==> src/rtl/mania_pixel_gen.sv <==
// Pixel source for the 4-lane rhythm display: falling-note lanes, key judging and hit/miss counters.
// Latency: colour registered one cycle after row_addr/col_addr; judge/scroll take effect on the next edge.
// Backpressure: none; note_valid spawns are always accepted and the VGA read strobe is never stalled.
module mania_pixel_gen #(
    parameter int SCROLL_FRAMES = 2,
    parameter int LANE_X0       = 192,
    parameter int LANE_W        = 64,
    parameter int CELL_H        = 16
) (
    input  logic        clk,
    input  logic        rst,
    input  logic [8:0]  row_addr,
    input  logic [9:0]  col_addr,
    input  logic        rdn,
    input  logic [3:0]  key,
    input  logic [3:0]  note_in,
    input  logic        note_valid,
    output logic [3:0]  color_r,
    output logic [3:0]  color_g,
    output logic [3:0]  color_b,
    output logic [15:0] hit_cnt,
    output logic [15:0] miss_cnt
);
    localparam int        LW_SH   = $clog2(LANE_W);
    localparam int        CH_SH   = $clog2(CELL_H);
    localparam int        FC_W    = (SCROLL_FRAMES > 1) ? $clog2(SCROLL_FRAMES) : 1;
    localparam logic [9:0] X_START = 10'(LANE_X0);
    localparam logic [9:0] X_END   = 10'(LANE_X0 + 4 * LANE_W);
    localparam logic [8:0] KEY_ROW = 9'(480 - CELL_H);

    logic [3:0]      key_s1, key_s2, key_prev, press;
    logic            frame_tick, shift;
    logic [FC_W-1:0] frame_cnt;
    logic [29:0]     lane_q [4];
    logic [29:0]     judged [4];
    logic [3:0]      pending, hit_v, miss_v;

    logic [9:0]  rel;
    logic [1:0]  lane_idx;
    logic [4:0]  cell_idx;
    logic        in_lanes, boundary, note_here;
    logic [11:0] pix;

    function automatic logic [2:0] popcnt4(input logic [3:0] v);
        return 3'(v[0]) + 3'(v[1]) + 3'(v[2]) + 3'(v[3]);
    endfunction

    function automatic logic [15:0] sat_add(input logic [15:0] a, input logic [2:0] n);
        logic [16:0] s;
        s = {1'b0, a} + 17'(n);
        return s[16] ? 16'hFFFF : s[15:0];
    endfunction

    assign press = key_s2 & ~key_prev;
    assign shift = frame_tick && (frame_cnt == FC_W'(SCROLL_FRAMES - 1));

    // Judging works on the pre-shift lane so a cleared hit-line note never scores as a miss.
    always_comb begin
        for (int i = 0; i < 4; i++) begin
            judged[i] = lane_q[i];
            hit_v[i]  = 1'b0;
            if (press[i] && lane_q[i][29]) begin
                judged[i][29] = 1'b0;
                hit_v[i]      = 1'b1;
            end else if (press[i] && lane_q[i][28]) begin
                judged[i][28] = 1'b0;
                hit_v[i]      = 1'b1;
            end
            miss_v[i] = shift && judged[i][29];
        end
    end

    always_comb begin
        rel       = col_addr - X_START;
        in_lanes  = (col_addr >= X_START) && (col_addr < X_END);
        boundary  = (in_lanes && ((rel & 10'(LANE_W - 1)) == 10'd0)) || (col_addr == X_END);
        lane_idx  = 2'(rel >> LW_SH);
        cell_idx  = 5'(row_addr >> CH_SH);
        note_here = in_lanes && (cell_idx < 5'd30) && lane_q[lane_idx][cell_idx];
        pix       = 12'h000;
        if (boundary) begin
            pix = 12'h888;
        end else if (note_here) begin
            case (lane_idx)
                2'd0:    pix = 12'hF00;
                2'd1:    pix = 12'h0F0;
                2'd2:    pix = 12'h00F;
                default: pix = 12'hFF0;
            endcase
        end else if (in_lanes && row_addr >= KEY_ROW) begin
            pix = key_s2[lane_idx] ? 12'hFFF : 12'h444;
        end
    end

    always_ff @(posedge clk or posedge rst) begin
        if (rst) begin
            key_s1     <= '0;
            key_s2     <= '0;
            key_prev   <= '0;
            frame_tick <= 1'b0;
            frame_cnt  <= '0;
            pending    <= '0;
            hit_cnt    <= '0;
            miss_cnt   <= '0;
            color_r    <= '0;
            color_g    <= '0;
            color_b    <= '0;
            for (int i = 0; i < 4; i++) lane_q[i] <= '0;
        end else begin
            key_s1     <= key;
            key_s2     <= key_s1;
            key_prev   <= key_s2;
            frame_tick <= !rdn && (row_addr == 9'd479) && (col_addr == 10'd639);
            if (frame_tick)
                frame_cnt <= (frame_cnt == FC_W'(SCROLL_FRAMES - 1)) ? '0 : frame_cnt + 1'b1;
            pending  <= shift ? 4'b0 : (pending | (note_valid ? note_in : 4'b0));
            hit_cnt  <= sat_add(hit_cnt, popcnt4(hit_v));
            miss_cnt <= sat_add(miss_cnt, popcnt4(miss_v));
            for (int i = 0; i < 4; i++) begin
                if (shift)
                    lane_q[i] <= {judged[i][28:0], pending[i] | (note_valid & note_in[i])};
                else
                    lane_q[i] <= judged[i];
            end
            {color_r, color_g, color_b} <= rdn ? 12'h000 : pix;
        end
    end
endmodule

==> config.mk <==
export PLATFORM = sky130hd
export DESIGN_NAME = mania_pixel_gen
export DESIGN_NICKNAME = d
export VERILOG_FILES = /design/src/rtl/mania_pixel_gen.sv
export SDC_FILE = /design/constraint.sdc
export NUM_CORES = 1
export LEC_CHECK = 0
export CORE_MARGIN = 8
export CORE_UTILIZATION = 55
export DETAILED_ROUTE_END_ITERATION = 10
export PLACE_DENSITY = 0.89
export SYNTH_ARGS = -nofsm -noshare
export SYNTH_HDL_FRONTEND = slang
export SYNTH_SLANG_ARGS = --single-unit
export TNS_END_PERCENT = 100
==> constraint.sdc <==
create_clock -name clk -period 7.47 [get_ports clk]
set_input_delay 1.1205 -clock clk [delete_from_list [all_inputs] [get_ports clk]]
set_output_delay 1.1205 -clock clk [all_outputs]
set_load 0.01 [all_outputs]
==> run_results.csv, run 1 <==
group,metric,value,unit
layout,layout_commonest_cell,"nand2_1",
clock_tree,cts-root-buf,"clkbuf_16",
setup_path,crit_type,"in2reg",
setup_path,cp_max_fo,32,
drt,drtIter0Drc,570,
yosys,synthXorXnorAreaFrac,2.446,%
setup_path,crit_required,7.81,ns
yosys,synth_mux_area_share,10.88,%
setup_path,critPathMaxStageDelay,1.03,ns
yosys,async_reset_ff_share,100.0,%
timing,hold_viol,0,
setup_path,ff2ff_setup_slack,3.22,ns
clock_tree,htree_levels,4,
hold_path,hold_end,"key_s2[1]$_DFF_PP0_",
die,io_pins,75,
drt,drc,0,
global_routing,grt_usage,18.72,%
yosys,syn_inst,833,
global_routing,grt_overflow_total,0,
placement,gp_congestion,0.8368,
setup_path,start_kind,"input pin",
die,die-area,0.01914,sq mm
clock_tree,path_clk_slew,0.06,ns
drt,wirelength,17520,microns
yosys,yosysSeqAreaShare,54.40,%
drt,drtPass1Iterations,6,
timing,tightest_slew,1.062,ns
timing,min_period,5.037,ns
yosys,synth_cell_types,41,
setup_path,worstSetupStartpoint,"col_addr[6]",
timing,layout_worst_path_cycle_share,67.43,%
timing,skew,0.007989,ns
clock_tree,clock_path_buffers,2,
global_routing,antenna_found_initial,0,
layout,antenna_cells,0,
clock_tree,cts-resized-gates,0,
yosys,syn_area,0.008234,sq mm
drt,ant_nets,0,
run,drv_cap,0,
global_routing,grt_pass1_wl,29870,microns
die,rows,44,
global_routing,grt_pass1_vias,6101,
setup_path,ff2ff_path_depth,12,
status,status,"completed",
clock_tree,clk_latency,0.42,ns
setup_path,crit_chain,"buf_2 > buf_4 > inv_1 > ha_1 > buf_4 > mux4_1 > mux2_2 > a22o_1 > a211oi_1 > o22ai_2 > or2_1 > a21oi_1",
power,ir_drop,0.1571,mV
timing,rsz0062_at_grt,"no",
timing,finalSetupViolCount,0,
setup_path,end_kind,"register",
die,fp.coreArea,0.01459,sq mm
timing,maxSlewViolCount,0,
power,power_density,206.7,mW/mm^2
drt,post_drt_wl_per_cell,16.12,microns
yosys,synth_nets,876,
global_routing,grt_max_degree,113,
power,cellLeakagePower,0.004935,uW
clock_tree,clock_sinks,179,
setup_path,critPathSlowestCell,"ha_1",
hold_path,hold_class,"reg2reg",
setup_path,critPathBufInv,4,
layout,fin_area,0.009718,sq mm
setup_path,r2r_end,"miss_cnt[7]$_DFF_PP0_",
die,fp.dieH,138.4,microns
layout,fillCellCount,1040,
placement,port_buffers,74,
yosys,synth_fa_ha_area_share,2.370,%
layout,final_cell_mix,"nand2_1 (367), dfrtp_1 (179), clkdlybuf4s50_1 (73)",
clock_tree,cts_setup_buffers,0,
setup_path,crit_family,"adder cells",
hold_path,min_path_cells,0,
timing,tns,0,ns
timing,maxSlewHeadroom,29.18,%
drt,vias,6112,
die,initial_core_util,56.44,%
yosys,synth_compound_area_share,4.635,%
placement,place_area,0.009074,sq mm
clock_tree,hold_buffers,0,
die,die-width,138.4,microns
clock_tree,cts_made_buffers,17,
yosys,synth-seq-cells,179,
yosys,synth_edf_count,0,
layout,drive_gt1_share,8.195,%
clock_tree,cts_tree,"built",
drt,vias_per_cell,5.623,
setup_path,arrival,5.38,ns
yosys,synth_top_family_by_area,"simple AND/OR/NAND/NOR gates",
layout,layout.nets,933,
layout,areaGrowthSynthToFinish,18.02,%
placement,hpwl,11640,microns
setup_path,r2r_start,"frame_cnt$_DFFE_PP0P_",
yosys,avgSynthCellArea,9.885,sq um
timing,max_freq,0.1985,GHz
yosys,synth_ff_type,"dfrtp_1",
setup_path,critPathMostFrequentCell,"buf_4",
yosys,synth_simple_gate_area_share,22.23,%
hold_path,min-delay-start,"key_s1[1]$_DFF_PP0_",
yosys,ys.warnings.count,0,
-- power breakdown --
part | leakage (uW) | total [uW] | internal [uW] | switching, uW
Sequential | 0.00243 | 976 | 974 | 2.01
Clock | 0.000316 | 948 | 588 | 361
Combinational | 0.00219 | 85.0 | 35.1 | 49.9
Total | 0.00494 | 2010 | 1600 | 413
-- Yosys cell counts (2+ instances only) --
cell      instances  area (sq um)
mux2_2            6         67.56
or2_2             2         12.51
nor2b_1           6         37.54
nand4_1           9         56.30
dfrtp_1         179          4479
and3_1            3         18.77
clkbuf_1         28         105.1
o211ai_1          7         52.55
buf_4             3         22.52
nand3_1          23         115.1
nor3_1            5         25.02
ha_1              6         75.07
nor4_1            3         18.77
a211oi_1          2         15.01
nand2b_1          7         43.79
fa_1              6         120.1
nand4b_1          2         17.52
a22o_1            2         17.52
nand2_1         368          1381
buf_2             5         25.02
o21bai_1          4         30.03
o21a_1            2         15.01
a31oi_1           3         18.77
a21oi_1          15         75.07
xnor2_1          12         105.1
o21ai_0          24         120.1
inv_1            19         71.32
buf_1             4         15.01
nor2_1           20         75.07
mux4_1           10         262.8
mux2i_1           7         70.07
xor2_1           11         96.34
mux4_2           22         495.5
-- stage by stage --
step                hold WS [ns]  total power, uW  cells  util [%]  setup slack, ns
CTS                       0.3498             2025   1087     66.61            2.481
global placement          0.3322             1078   1055     62.20            2.191
detailed placement        0.3355             1080   1055     62.20            2.061
global route              0.3530             2077   1087     66.61            2.171
finish                    0.3483             2009   1087     66.61            2.433
floorplan                 0.3312             1045    833         -            1.491
-- metal layers --
layer / GRT usage [%] / share of wire, % / vias to the layer above
li1: - / - / 2861
met1: 24.57 / 44 / 3012
met2: 29.62 / 48 / 222
met3: 5.514 / 7.0 / 17
met4: 5.378 / 0.91 / 0
met5: 0 / 0 / -
-- area by class of cell --
cell class / count / area (sq um) / area share, %
Sequential cell: 179 / 4479 / 46.09
Multi-Input combinational cell: 594 / 3515 / 36.17
Timing Repair Buffer: 79 / 773.2 / 7.957
Clock buffer: 20 / 466.7 / 4.802
Tap cell: 184 / 230.2 / 2.369
Clock inverter: 12 / 177.7 / 1.828
Inverter: 19 / 76.32 / 0.7854
-- worst register-to-register path: stages, from the launching register on --
cell,delay (ns)
dfrtp_1,0.43
and2_4,0.53
nand3_1,0.22
fa_1,0.52
fa_1,0.47
inv_1,0.08
fa_1,0.24
nand2_1,0.07
nor2_1,0.17
nand3_1,0.20
nor3_1,0.45
nand4_1,0.54
o21ai_0,0.24
-- cells by family (layout without fill, tap and decap cells) --
logic type      after synthesis  count (layout)
mux                          45              45
xor+xnor                     23              23
flops                       179             179
compound gates               62              62
buf+inv                      60             130
simple gates                452             452
fa+ha+maj                    12              12
-- how the worst max path moves through the flow --
stage               slack [ns]  cells after the start                   end
floorplan                 1.49                      1  color_b[1]$_DFF_PP0_
global placement          2.19                     12  color_g[2]$_DFF_PP0_
detailed placement        2.06                     12  color_r[2]$_DFF_PP0_
finish                    2.43                     12  color_r[2]$_DFF_PP0_
CTS                       2.48                     12  color_r[2]$_DFF_PP0_
global route              2.17                     12  color_g[2]$_DFF_PP0_
-- registers in the layout, indices dropped and copies added (netlist names), 4 cells and up --
signal / flops
key_prev: 4
key_s2: 4
pending: 4
judged: 112
lane_q: 8
key_s1: 4
miss_cnt: 16
hit_cnt: 16
No activity file was read; power rests on OpenSTA's default activity.
==> inputs of run 2 (changes only) <==
Settings changed: CORE_UTILIZATION 55 to 52, PLACE_DENSITY 0.89 to 0.88.
Clock period 7.47 ns to 4.1 ns, I/O delays scaled along.
==> run_results.csv, run 2 (synthesis results as in run 1) <==
group,metric,value,unit
layout,layout_commonest_cell,"nand2_1",
global_routing,grt_pass1_vias,6345,
global_routing,antenna_found_initial,0,
die,fp.coreArea,0.01566,sq mm
die,die-width,141.8,microns
clock_tree,htree_levels,4,
die,rows,46,
power,p_int,3113,uW
clock_tree,clk_latency,0.43,ns
run,drv_cap,0,
clock_tree,path_clk_slew,0.06,ns
clock_tree,cts_tree,"built",
layout,final_util,63.25,%
timing,tightest_slew,1.199,ns
drt,drtIter0Drc,655,
setup_path,r2r_end,"miss_cnt[7]$_DFF_PP0_",
timing,max_freq,0.2640,GHz
die,die-area,0.02012,sq mm
layout,largest_reg_flops,112,
placement,port_buffers,74,
drt,vias_per_cell,5.488,
die,initial_core_util,52.60,%
status,status,"completed",
setup_path,crit_required,4.43,ns
global_routing,grt_usage,19.83,%
setup_path,start_kind,"input pin",
setup_path,r2r_start,"frame_tick$_DFF_PP0_",
drt,ant_nets,0,
clock_tree,clock_sinks,179,
timing,maxSlewViolCount,0,
setup_path,arrival,4.12,ns
drt,post_drt_wl_per_cell,16.81,microns
layout,layout.nets,939,
timing,skew,0.007782,ns
clock_tree,clock_path_buffers,2,
clock_tree,cts-root-buf,"clkbuf_16",
hold_path,min_path_cells,0,
drt,drc,0,
hold_path,hold_class,"reg2reg",
drt,drtPass1Iterations,5,
setup_path,ff2ff_setup_slack,0.48,ns
power,netSwitchingPower,765.1,uW
setup_path,ff2ff_path_depth,13,
power,ir_drop,0.3105,mV
clock_tree,cts_made_buffers,17,
global_routing,grt_overflow_total,0,
layout,antenna_cells,0,
timing,setup_ws,0.3121,ns
layout,areaGrowthSynthToFinish,20.26,%
die,io_pins,75,
power,power.share.combinational,4.3,%
global_routing,grt_pass1_wl,31690,microns
power,cellLeakagePower,0.004999,uW
setup_path,cp_max_fo,10,
drt,vias,6168,
drt,wirelength,18900,microns
hold_path,min-delay-start,"key_s1[2]$_DFF_PP0_",
hold_path,hold_end,"key_s2[2]$_DFF_PP0_",
layout,final_cell_mix,"nand2_1 (367), dfrtp_1 (179), clkdlybuf4s50_1 (73)",
power,p_sw_share,19.73,%
global_routing,grt_max_degree,125,
timing,min_period,3.788,ns
timing,finalSetupViolCount,0,
setup_path,crit_type,"in2reg",
layout,drive_gt1_share,8.590,%
power,power_density,391.6,mW/mm^2
placement,dp_slack,-0.1358,ns
power,total_power,3878,uW
timing,hold_viol,0,
placement,hpwl,12190,microns
timing,layout_worst_path_cycle_share,92.39,%
power,p_clk_share,49.8,%
die,fp.dieH,141.8,microns
power,p_seq_share,45.8,%
placement,gp_congestion,0.8475,
timing,maxSlewHeadroom,19.96,%
setup_path,end_kind,"register",
timing,rsz0062_at_grt,"no",
run 2: cell count changes in the layout (fill, tap and decap cells not counted), sizes merged:
cell	before	now
clkinv	6	1
inv	20	18
buf	6	12
bufinv	4	7
clkbuf	20	22
clkinvlp	1	2
run 2: through the flow:
step | setup TNS, ns | cells | hold WS [ns] | instance area, sq um
after floorplan | 0 | 833 | 0.3312 | 8238
after global placement | 0 | 1092 | 0.3339 | 9188
after detailed placement | -0.2450 | 1092 | 0.3347 | 9188
after CTS | 0 | 1123 | 0.3490 | 9894
after global routing | 0 | 1124 | 0.3549 | 9902
final | 0 | 1124 | 0.3485 | 9902
run 2: area by class of cell:
| class | count | area (sq um) |
|---|---|---|
| multi-input combinational | 594 | 3515 |
| clock inverter | 9 | 222.7 |
| inverter | 19 | 75.07 |
| sequential | 179 | 4479 |
| clock buffer | 22 | 484.2 |
| timing repair buffer | 85 | 855.8 |
| fill | 1228 | 5753 |
| tap | 216 | 270.3 |
run 2: worst max-delay path: stages:
cell	delay, ns
clkdlybuf4s50_1	0.53
inv_1	0.08
ha_1	0.52
buf_4	0.29
mux4_1	0.60
o211ai_1	0.23
a21oi_1	0.11
a211oi_1	0.36
o22ai_2	0.24
or2_1	0.32
a21oi_1	0.19
run 2: timing repair:
item                       CTS  global route
resized for setup            0             0
hold buffers                 0             0
setup endpoints to repair    0            11
buffers inserted             0             1
run 2: worst max path at each step:
stage	slack (ns)	endpoint	cells after the start	from
floorplan	0.08	color_b[2]$_DFF_PP0_	13	col_addr[6]
global placement	0.14	color_r[2]$_DFF_PP0_	11	col_addr[7]
detailed placement	-0.14	color_r[2]$_DFF_PP0_	11	col_addr[7]
CTS	0.24	miss_cnt[7]$_DFF_PP0_	12	frame_tick$_DFF_PP0_
global route	0.19	color_r[2]$_DFF_PP0_	11	col_addr[7]
finish	0.31	color_r[2]$_DFF_PP0_	11	col_addr[7]
run 2: layer usage:
layer	vias up	track usage (%)	share of wire [%]
met2	224	31.77	48
li1	2865	-	-
met3	28	5.040	6.4
met4	0	7.010	1.6
met1	3051	25.78	44
met5	-	0	0
run 2: power by group through the flow:
stage,logic (uW),clock network [uW],registers [uW]
2_1_floorplan,93.9,0,1810
5_1_grt,185,2020,1780
3_5_place_dp,170,0,1810
3_3_place_gp,166,0,1810
4_1_cts,171,1960,1780
6_report,169,1930,1780
